File: config.mk
export PLATFORM = sky130hd
export DESIGN_NAME = taxi_fare_calc
export DESIGN_NICKNAME = d
export VERILOG_FILES = /design/src/rtl/taxi_pkg.sv /design/src/rtl/fare_sat_add.sv /design/src/rtl/taxi_fare_calc.sv
export SDC_FILE = /design/constraint.sdc
export NUM_CORES = 1
export LEC_CHECK = 0
export BUFFER_PORTS_ARGS = -buffer_cell sky130_fd_sc_hd__buf_4
export CORE_MARGIN = 2
export CORE_UTILIZATION = 45
export CTS_CLUSTER_SIZE = 8
export DETAILED_ROUTE_END_ITERATION = 16
export GPL_ROUTABILITY_DRIVEN = 0
export PLACE_DENSITY = 0.62
export SLEW_MARGIN = 25
export SYNTH_ARGS = -nofsm -noshare
export SYNTH_HDL_FRONTEND = slang
export SYNTH_SLANG_ARGS = --single-unit
export TNS_END_PERCENT = 100
File: constraint.sdc
create_clock -name clk -period 12.7 [get_ports clk]
set_input_delay 1.27 -clock clk [delete_from_list [all_inputs] [get_ports clk]]
set_output_delay 1.27 -clock clk [all_outputs]
set_load 0.03 [all_outputs]
File: src/rtl/taxi_pkg.sv
// ---------------------------------------------------------------------------
// taxi_pkg
// Shared definitions for the taxi meter fare path: the trip state encoding
// and the default tariff constants. The fare display/BCD stage imports the
// same tariff, so both sides agree on what a cent means.
// ---------------------------------------------------------------------------
package taxi_pkg;

    // Trip lifecycle as seen by the fare calculator.
    typedef enum logic [1:0] {
        IDLE  = 2'd0,
        RUN   = 2'd1,
        PAUSE = 2'd2,
        HOLD  = 2'd3
    } trip_state_e;

    // Default tariff (cents / metres / minutes).
    localparam int unsigned DEF_BASE_FARE = 1000;
    localparam int unsigned DEF_BASE_DIST = 3000;
    localparam int unsigned DEF_UNIT_DIST = 1000;
    localparam int unsigned DEF_KM_RATE   = 200;
    localparam int unsigned DEF_WAIT_RATE = 50;
    localparam int unsigned DEF_FARE_W    = 20;

endpackage

File: src/rtl/fare_sat_add.sv
// ---------------------------------------------------------------------------
// fare_sat_add
// Saturating unsigned adder for fare arithmetic. Clamps to all-ones instead
// of wrapping, so a long trip can never roll the meter back to a small fare.
//
// Ports:
//   a   [W-1:0]  input   current fare
//   b   [W-1:0]  input   charge to add (zero when no charge is due)
//   sum [W-1:0]  output  min(a + b, 2^W - 1)
// ---------------------------------------------------------------------------
module fare_sat_add
    import taxi_pkg::*;
#(
    parameter int unsigned W = DEF_FARE_W
) (
    input  logic [W-1:0] a,
    input  logic [W-1:0] b,
    output logic [W-1:0] sum
);

    logic [W:0] wide;

    // The extra top bit is the carry out; any carry means the true sum does
    // not fit and the result pins at full scale.
    assign wide = {1'b0, a} + {1'b0, b};
    assign sum  = wide[W] ? {W{1'b1}} : wide[W-1:0];

endmodule

File: src/rtl/taxi_fare_calc.sv
// ---------------------------------------------------------------------------
// taxi_fare_calc
// Integrates cumulative trip distance and low-speed time from the meter
// front end into a running fare in cents. The fare is built up one charge
// at a time from per-cycle deltas, so the settled value survives the
// upstream counters clearing once the trip is stopped.
//
// Ports:
//   clk          input            system clock
//   rst          input            synchronous, active-high reset
//   start        input            one-cycle pulse, begin a new trip
//   pause_state  input            level, meter paused (no billing)
//   stop_state   input            level, trip ended
//   distance     input  [31:0]    cumulative trip metres
//   low_time     input  [31:0]    cumulative low-speed minutes
//   fare         output [FARE_W]  current / settled fare in cents
//   fare_valid   output           one-cycle pulse on entering HOLD
//   trip_active  output           high while in RUN or PAUSE
// ---------------------------------------------------------------------------
module taxi_fare_calc
    import taxi_pkg::*;
#(
    parameter int unsigned BASE_FARE = DEF_BASE_FARE,
    parameter int unsigned BASE_DIST = DEF_BASE_DIST,
    parameter int unsigned UNIT_DIST = DEF_UNIT_DIST,
    parameter int unsigned KM_RATE   = DEF_KM_RATE,
    parameter int unsigned WAIT_RATE = DEF_WAIT_RATE,
    parameter int unsigned FARE_W    = DEF_FARE_W
) (
    input  logic              clk,
    input  logic              rst,
    input  logic              start,
    input  logic              pause_state,
    input  logic              stop_state,
    input  logic [31:0]       distance,
    input  logic [31:0]       low_time,
    output logic [FARE_W-1:0] fare,
    output logic              fare_valid,
    output logic              trip_active
);

    localparam logic [31:0]       BASE_DIST_L = 32'(BASE_DIST);
    localparam logic [31:0]       UNIT_DIST_L = 32'(UNIT_DIST);
    localparam logic [FARE_W-1:0] BASE_FARE_L = FARE_W'(BASE_FARE);
    localparam logic [FARE_W-1:0] KM_RATE_L   = FARE_W'(KM_RATE);
    localparam logic [FARE_W-1:0] WAIT_RATE_L = FARE_W'(WAIT_RATE);

    trip_state_e       state_q, state_d;
    logic [FARE_W-1:0] fare_q, fare_d;
    logic              fare_valid_q, fare_valid_d;
    logic [31:0]       prev_dist_q, prev_dist_d;
    logic [31:0]       prev_low_q, prev_low_d;
    logic [31:0]       base_m_q, base_m_d;   // metres covered by the flag-fall
    logic [31:0]       seg_m_q, seg_m_d;     // unbilled metres beyond the base

    // Per-cycle charge computation (meaningful only in RUN).
    logic [31:0]       delta;
    logic [31:0]       room;
    logic [31:0]       overflow;
    logic [31:0]       base_fill;
    logic [32:0]       seg_sum;
    logic [31:0]       seg_cap;
    logic [31:0]       seg_next;
    logic              km_due;
    logic              wait_due;
    logic [FARE_W-1:0] km_add;
    logic [FARE_W-1:0] wait_add;
    logic [FARE_W-1:0] fare_km;
    logic [FARE_W-1:0] fare_both;

    // NOTE: every signal written in an always_comb gets a value before any
    // branch, otherwise a missed path would hold its old value and infer a latch.
    always_comb begin
        delta     = '0;
        overflow  = '0;
        base_fill = base_m_q;

        // Upstream counters only go backwards when they clear; treat that as
        // no movement rather than a huge unsigned delta.
        if (distance >= prev_dist_q) begin
            delta = distance - prev_dist_q;
        end

        // Fill the flag-fall allowance first; only the spill is billable.
        room = BASE_DIST_L - base_m_q;
        if (delta <= room) begin
            base_fill = base_m_q + delta;
        end else begin
            base_fill = BASE_DIST_L;
            overflow  = delta - room;
        end

        // Clamp rather than wrap if a bogus jump ever overflows 32 bits.
        seg_sum  = {1'b0, seg_m_q} + {1'b0, overflow};
        seg_cap  = seg_sum[32] ? '1 : seg_sum[31:0];

        // One unit per cycle; any surplus stays in seg_m for later cycles.
        km_due   = (seg_cap >= UNIT_DIST_L);
        seg_next = km_due ? (seg_cap - UNIT_DIST_L) : seg_cap;

        wait_due = (low_time > prev_low_q);
        km_add   = km_due   ? KM_RATE_L   : '0;
        wait_add = wait_due ? WAIT_RATE_L : '0;
    end

    // Two adders in series so a distance unit and a waiting minute landing on
    // the same cycle are both billed, each with its own saturation.
    fare_sat_add #(.W(FARE_W)) u_add_km (
        .a   (fare_q),
        .b   (km_add),
        .sum (fare_km)
    );

    fare_sat_add #(.W(FARE_W)) u_add_wait (
        .a   (fare_km),
        .b   (wait_add),
        .sum (fare_both)
    );

    // Next-state and register-update logic.
    always_comb begin
        state_d      = state_q;
        fare_d       = fare_q;
        fare_valid_d = 1'b0;
        prev_dist_d  = prev_dist_q;
        prev_low_d   = prev_low_q;
        base_m_d     = base_m_q;
        seg_m_d      = seg_m_q;

        case (state_q)
            IDLE, HOLD: begin
                // A start while the upstream still reports stop is stale.
                if (start && !stop_state) begin
                    state_d     = RUN;
                    fare_d      = BASE_FARE_L;
                    prev_dist_d = distance;
                    prev_low_d  = low_time;
                    base_m_d    = '0;
                    seg_m_d     = '0;
                end
            end

            RUN: begin
                if (stop_state) begin
                    // Stop wins over pause; this cycle's movement is not billed.
                    state_d      = HOLD;
                    fare_valid_d = 1'b1;
                end else begin
                    fare_d      = fare_both;
                    prev_dist_d = distance;
                    base_m_d    = base_fill;
                    seg_m_d     = seg_next;
                    // Waiting minutes are charged one per cycle, so prev_low
                    // walks up toward low_time instead of jumping to it.
                    if (wait_due) begin
                        prev_low_d = prev_low_q + 32'd1;
                    end else if (low_time < prev_low_q) begin
                        prev_low_d = low_time;
                    end
                    if (pause_state) begin
                        state_d = PAUSE;
                    end
                end
            end

            PAUSE: begin
                if (stop_state) begin
                    state_d      = HOLD;
                    fare_valid_d = 1'b1;
                end else begin
                    // Track the inputs so nothing moved during the pause is
                    // ever seen as a delta after resuming.
                    prev_dist_d = distance;
                    prev_low_d  = low_time;
                    if (!pause_state) begin
                        state_d = RUN;
                    end
                end
            end

            default: begin
                state_d = IDLE;
            end
        endcase
    end

    // NOTE: sequential state uses non-blocking assignments so every flop
    // samples the pre-edge value of every other flop, independent of order.
    always_ff @(posedge clk) begin
        if (rst) begin
            state_q      <= IDLE;
            fare_q       <= '0;
            fare_valid_q <= 1'b0;
            prev_dist_q  <= '0;
            prev_low_q   <= '0;
            base_m_q     <= '0;
            seg_m_q      <= '0;
        end else begin
            state_q      <= state_d;
            fare_q       <= fare_d;
            fare_valid_q <= fare_valid_d;
            prev_dist_q  <= prev_dist_d;
            prev_low_q   <= prev_low_d;
            base_m_q     <= base_m_d;
            seg_m_q      <= seg_m_d;
        end
    end

    assign fare        = fare_q;
    assign fare_valid  = fare_valid_q;
    assign trip_active = (state_q == RUN) || (state_q == PAUSE);

endmodule
==> impl_metrics.yaml <==
outcome:
  outcome: "completed"
logic_synthesis:
  syn_avg_cell_area_um2: 7.23
  async_flop_share_pct: 0
  synth_edf_count: 0
  synth.distinct_cells: 86
  syn_nets: 2503
  synth.most_common_cell: "nand2_1"
  yosys.area.top_type: "dfxtp_1"
  yosys-top-cells-area: "dfxtp_1 (19%), ha_1 (13%), a21oi_1 (7.1%), nand2_1 (5.4%), nor2_1 (4.9%)"
  yosys_warnings: 0
  synthCells: 2260
  ys_ff_latch: 151
  synth_common_cells: "nand2_1 (234), a21oi_1 (233), nor2_1 (211)"
  synth.cell_area_mm2: 0.0163
  ys_seq_area_share_pct: 18.5
  ys.flop_type: "dfxtp_1"
  synth_top_area_share_pct: 18.5
worst_setup_path:
  slowest_delay_ns: 0.59
  path_class: "in -> reg"
  crit_slowest_cell: "or4_4"
  crit_path_frequent_cell: "a21oi_1"
  rr_worst_depth: 47
  startpoint_type: "primary input"
  endpoint_kind: "flop"
  crit_arrival_ns: 12.30
  worstPathRequired_ns: 13.04
  crit_fanout: 15
grt:
  grt_pass1_wl_um: 78600
  grt_usage_pct: 25.1
  grt_max_degree: 81
  grt_pass1_vias: 15800
  grt_antenna_before_repair: 0
  grt-ovfl-total: 0
worst_hold_path:
  hold_path_depth: 2
  hp-class: "reg -> reg"
detailed_routing:
  wire_per_inst_um: 17.2
  first_pass_iters: 7
  drc: 0
  drtIter0Drc: 1057
  totalWireLength_um: 48200
  vias: 16700
  via_per_inst: 5.98
  final_antenna_net_count: 0
timing:
  hold_violations: 0
  slew_headroom_pct: 35.2
  fin_skew_ns: 0.0126
  max_freq_ghz: 0.0836
  period_needed_ns: 11.96
  setup_viol: 0
  finalSetupTns_ns: 0
  tightest_slew_ns: 0.972
  rsz0062_at_grt: "no"
  fin_crit_sh_pct: 94.1
  setup_slack_ns: 0.744
  slew_viol_final: 0
clock_network:
  htree_levels: 4
  hold_buffers: 0
  clkSlewWorstSetupHoldPaths_ns: 0.07
  cts_buffer_depth: 2
  cts_num_sinks: 151
  worstSkewPairLatency_ns: 0.46
  cts_root_buffer: "clkbuf_16"
  cts_tree: "done"
  cts_buffers: 17
floorplan:
  dieWidth_um: 194
  fp.dieH_um: 194
  ios: 91
  placementRows: 69
  start_util_pct: 45.8
  core_mm2: 0.0357
  dieArea_mm2: 0.0378
placement:
  place_ws_ns: -0.0892
  hpwl_um: 37300
  io_buffers: 90
layout:
  fillers: 3500
  nets: 2569
  drive_gt1_share_pct: 10.1
  area_growth_pct: 12.4
  antenna_cells: 0
job:
  cap_viol_max_count: 0
layout by cell type, fill, tap and decap left out, drive strengths merged, types with 12 or more instances in the layout:
master and count:
nand2b 18, xnor2 85, a211oi 27, nor2b 21
o31ai 12, clkbuf 22, xor2 72, mux2i 14
nand4 42, inv 125, nor2 211, and2 20
a21oi 233, ha 170, a31oi 29, or3 28
a2111oi 15, nand3 53, nor3 69, a21o 97
buf 141, o21ai 137, o32ai 21, or2 17
nor4 20, o21a 23, and3 28, o21bai 24
a22oi 14, o211ai 13, dfxtp 151, nand2 234
worst max-delay path, delay by kind of cell:
family / cells / cell delay [ns]
AOI/OAI and AO/OA: 21 / 4.65
xor gates and xnor gates: 2 / 0.27
adders and majority gates: 5 / 1.69
buffers and inverters: 3 / 0.45
and+or+nand+nor: 16 / 3.93
timing repair:
item / in CTS / in global routing
endpoints found under the hold margin: 0 / 0
setup buffers: 0 / 0
resized for setup: 0 / 25
setup endpoints to repair: 0 / 20
state kept, by name, summed over array words and instances, names as in the netlist:
name,cells
fare,20
state_q,2
seg_m_q,32
prev_low_q,32
fare_valid,1
prev_dist_q,32
base_m_q,32
cells by family after synthesis:
family	synth area share (%)
flops	18.5
compound gates	30.1
buf+inv	5.11
mux	0.996
fa+ha+maj	13.6
xor+xnor	8.42
simple gates	23.2
per-layer routing:
| layer | vias to the layer above | track usage (%) | wire, um |
|---|---|---|---|
| met5 | - | 0 | 0 |
| met4 | 0 | 7.92 | 990 |
| met3 | 77 | 3.96 | 2540 |
| met2 | 448 | 41.1 | 21700 |
| met1 | 7781 | 33.9 | 23000 |
| li1 | 8427 | - | - |
metrics by stage:
step                util, %  hold slack [ns]  cells  area, um^2
finish                 51.5            0.452   2800       18300
floorplan                 -            0.430   2260       16300
detailed placement     49.5            0.447   2768       17600
global route           51.5            0.468   2800       18300
global placement       49.5            0.441   2768       17600
CTS                    51.2            0.455   2800       18300
path summary, 6_finish.rpt:
| kind | from | endpoint | slack, ns |
|---|---|---|---|
| setup / recovery | distance[29] | fare[17] | 0.74 |
| hold / removal | prev_dist_q[5] | prev_dist_q[5] | 0.45 |
| setup reg to reg | prev_dist_q[29] | fare[17] | 1.32 |
| hold reg to reg | prev_dist_q[5] | prev_dist_q[5] | 0.45 |
cell type report:
type                    instances  area, um^2  share of cell area (%)
clock inverters                10         166                   0.907
multi-input cells            1892       12600                    68.7
flip-flops and latches        151        3020                    16.5
repair buffers                141        1060                    5.77
clock buffers                  22         464                    2.53
inverters                     123         462                    2.52
well taps                     461         577                    3.14
Power is not shown: default switching activity piles up to over one toggle a cycle in this logic, so the estimate is an artifact.
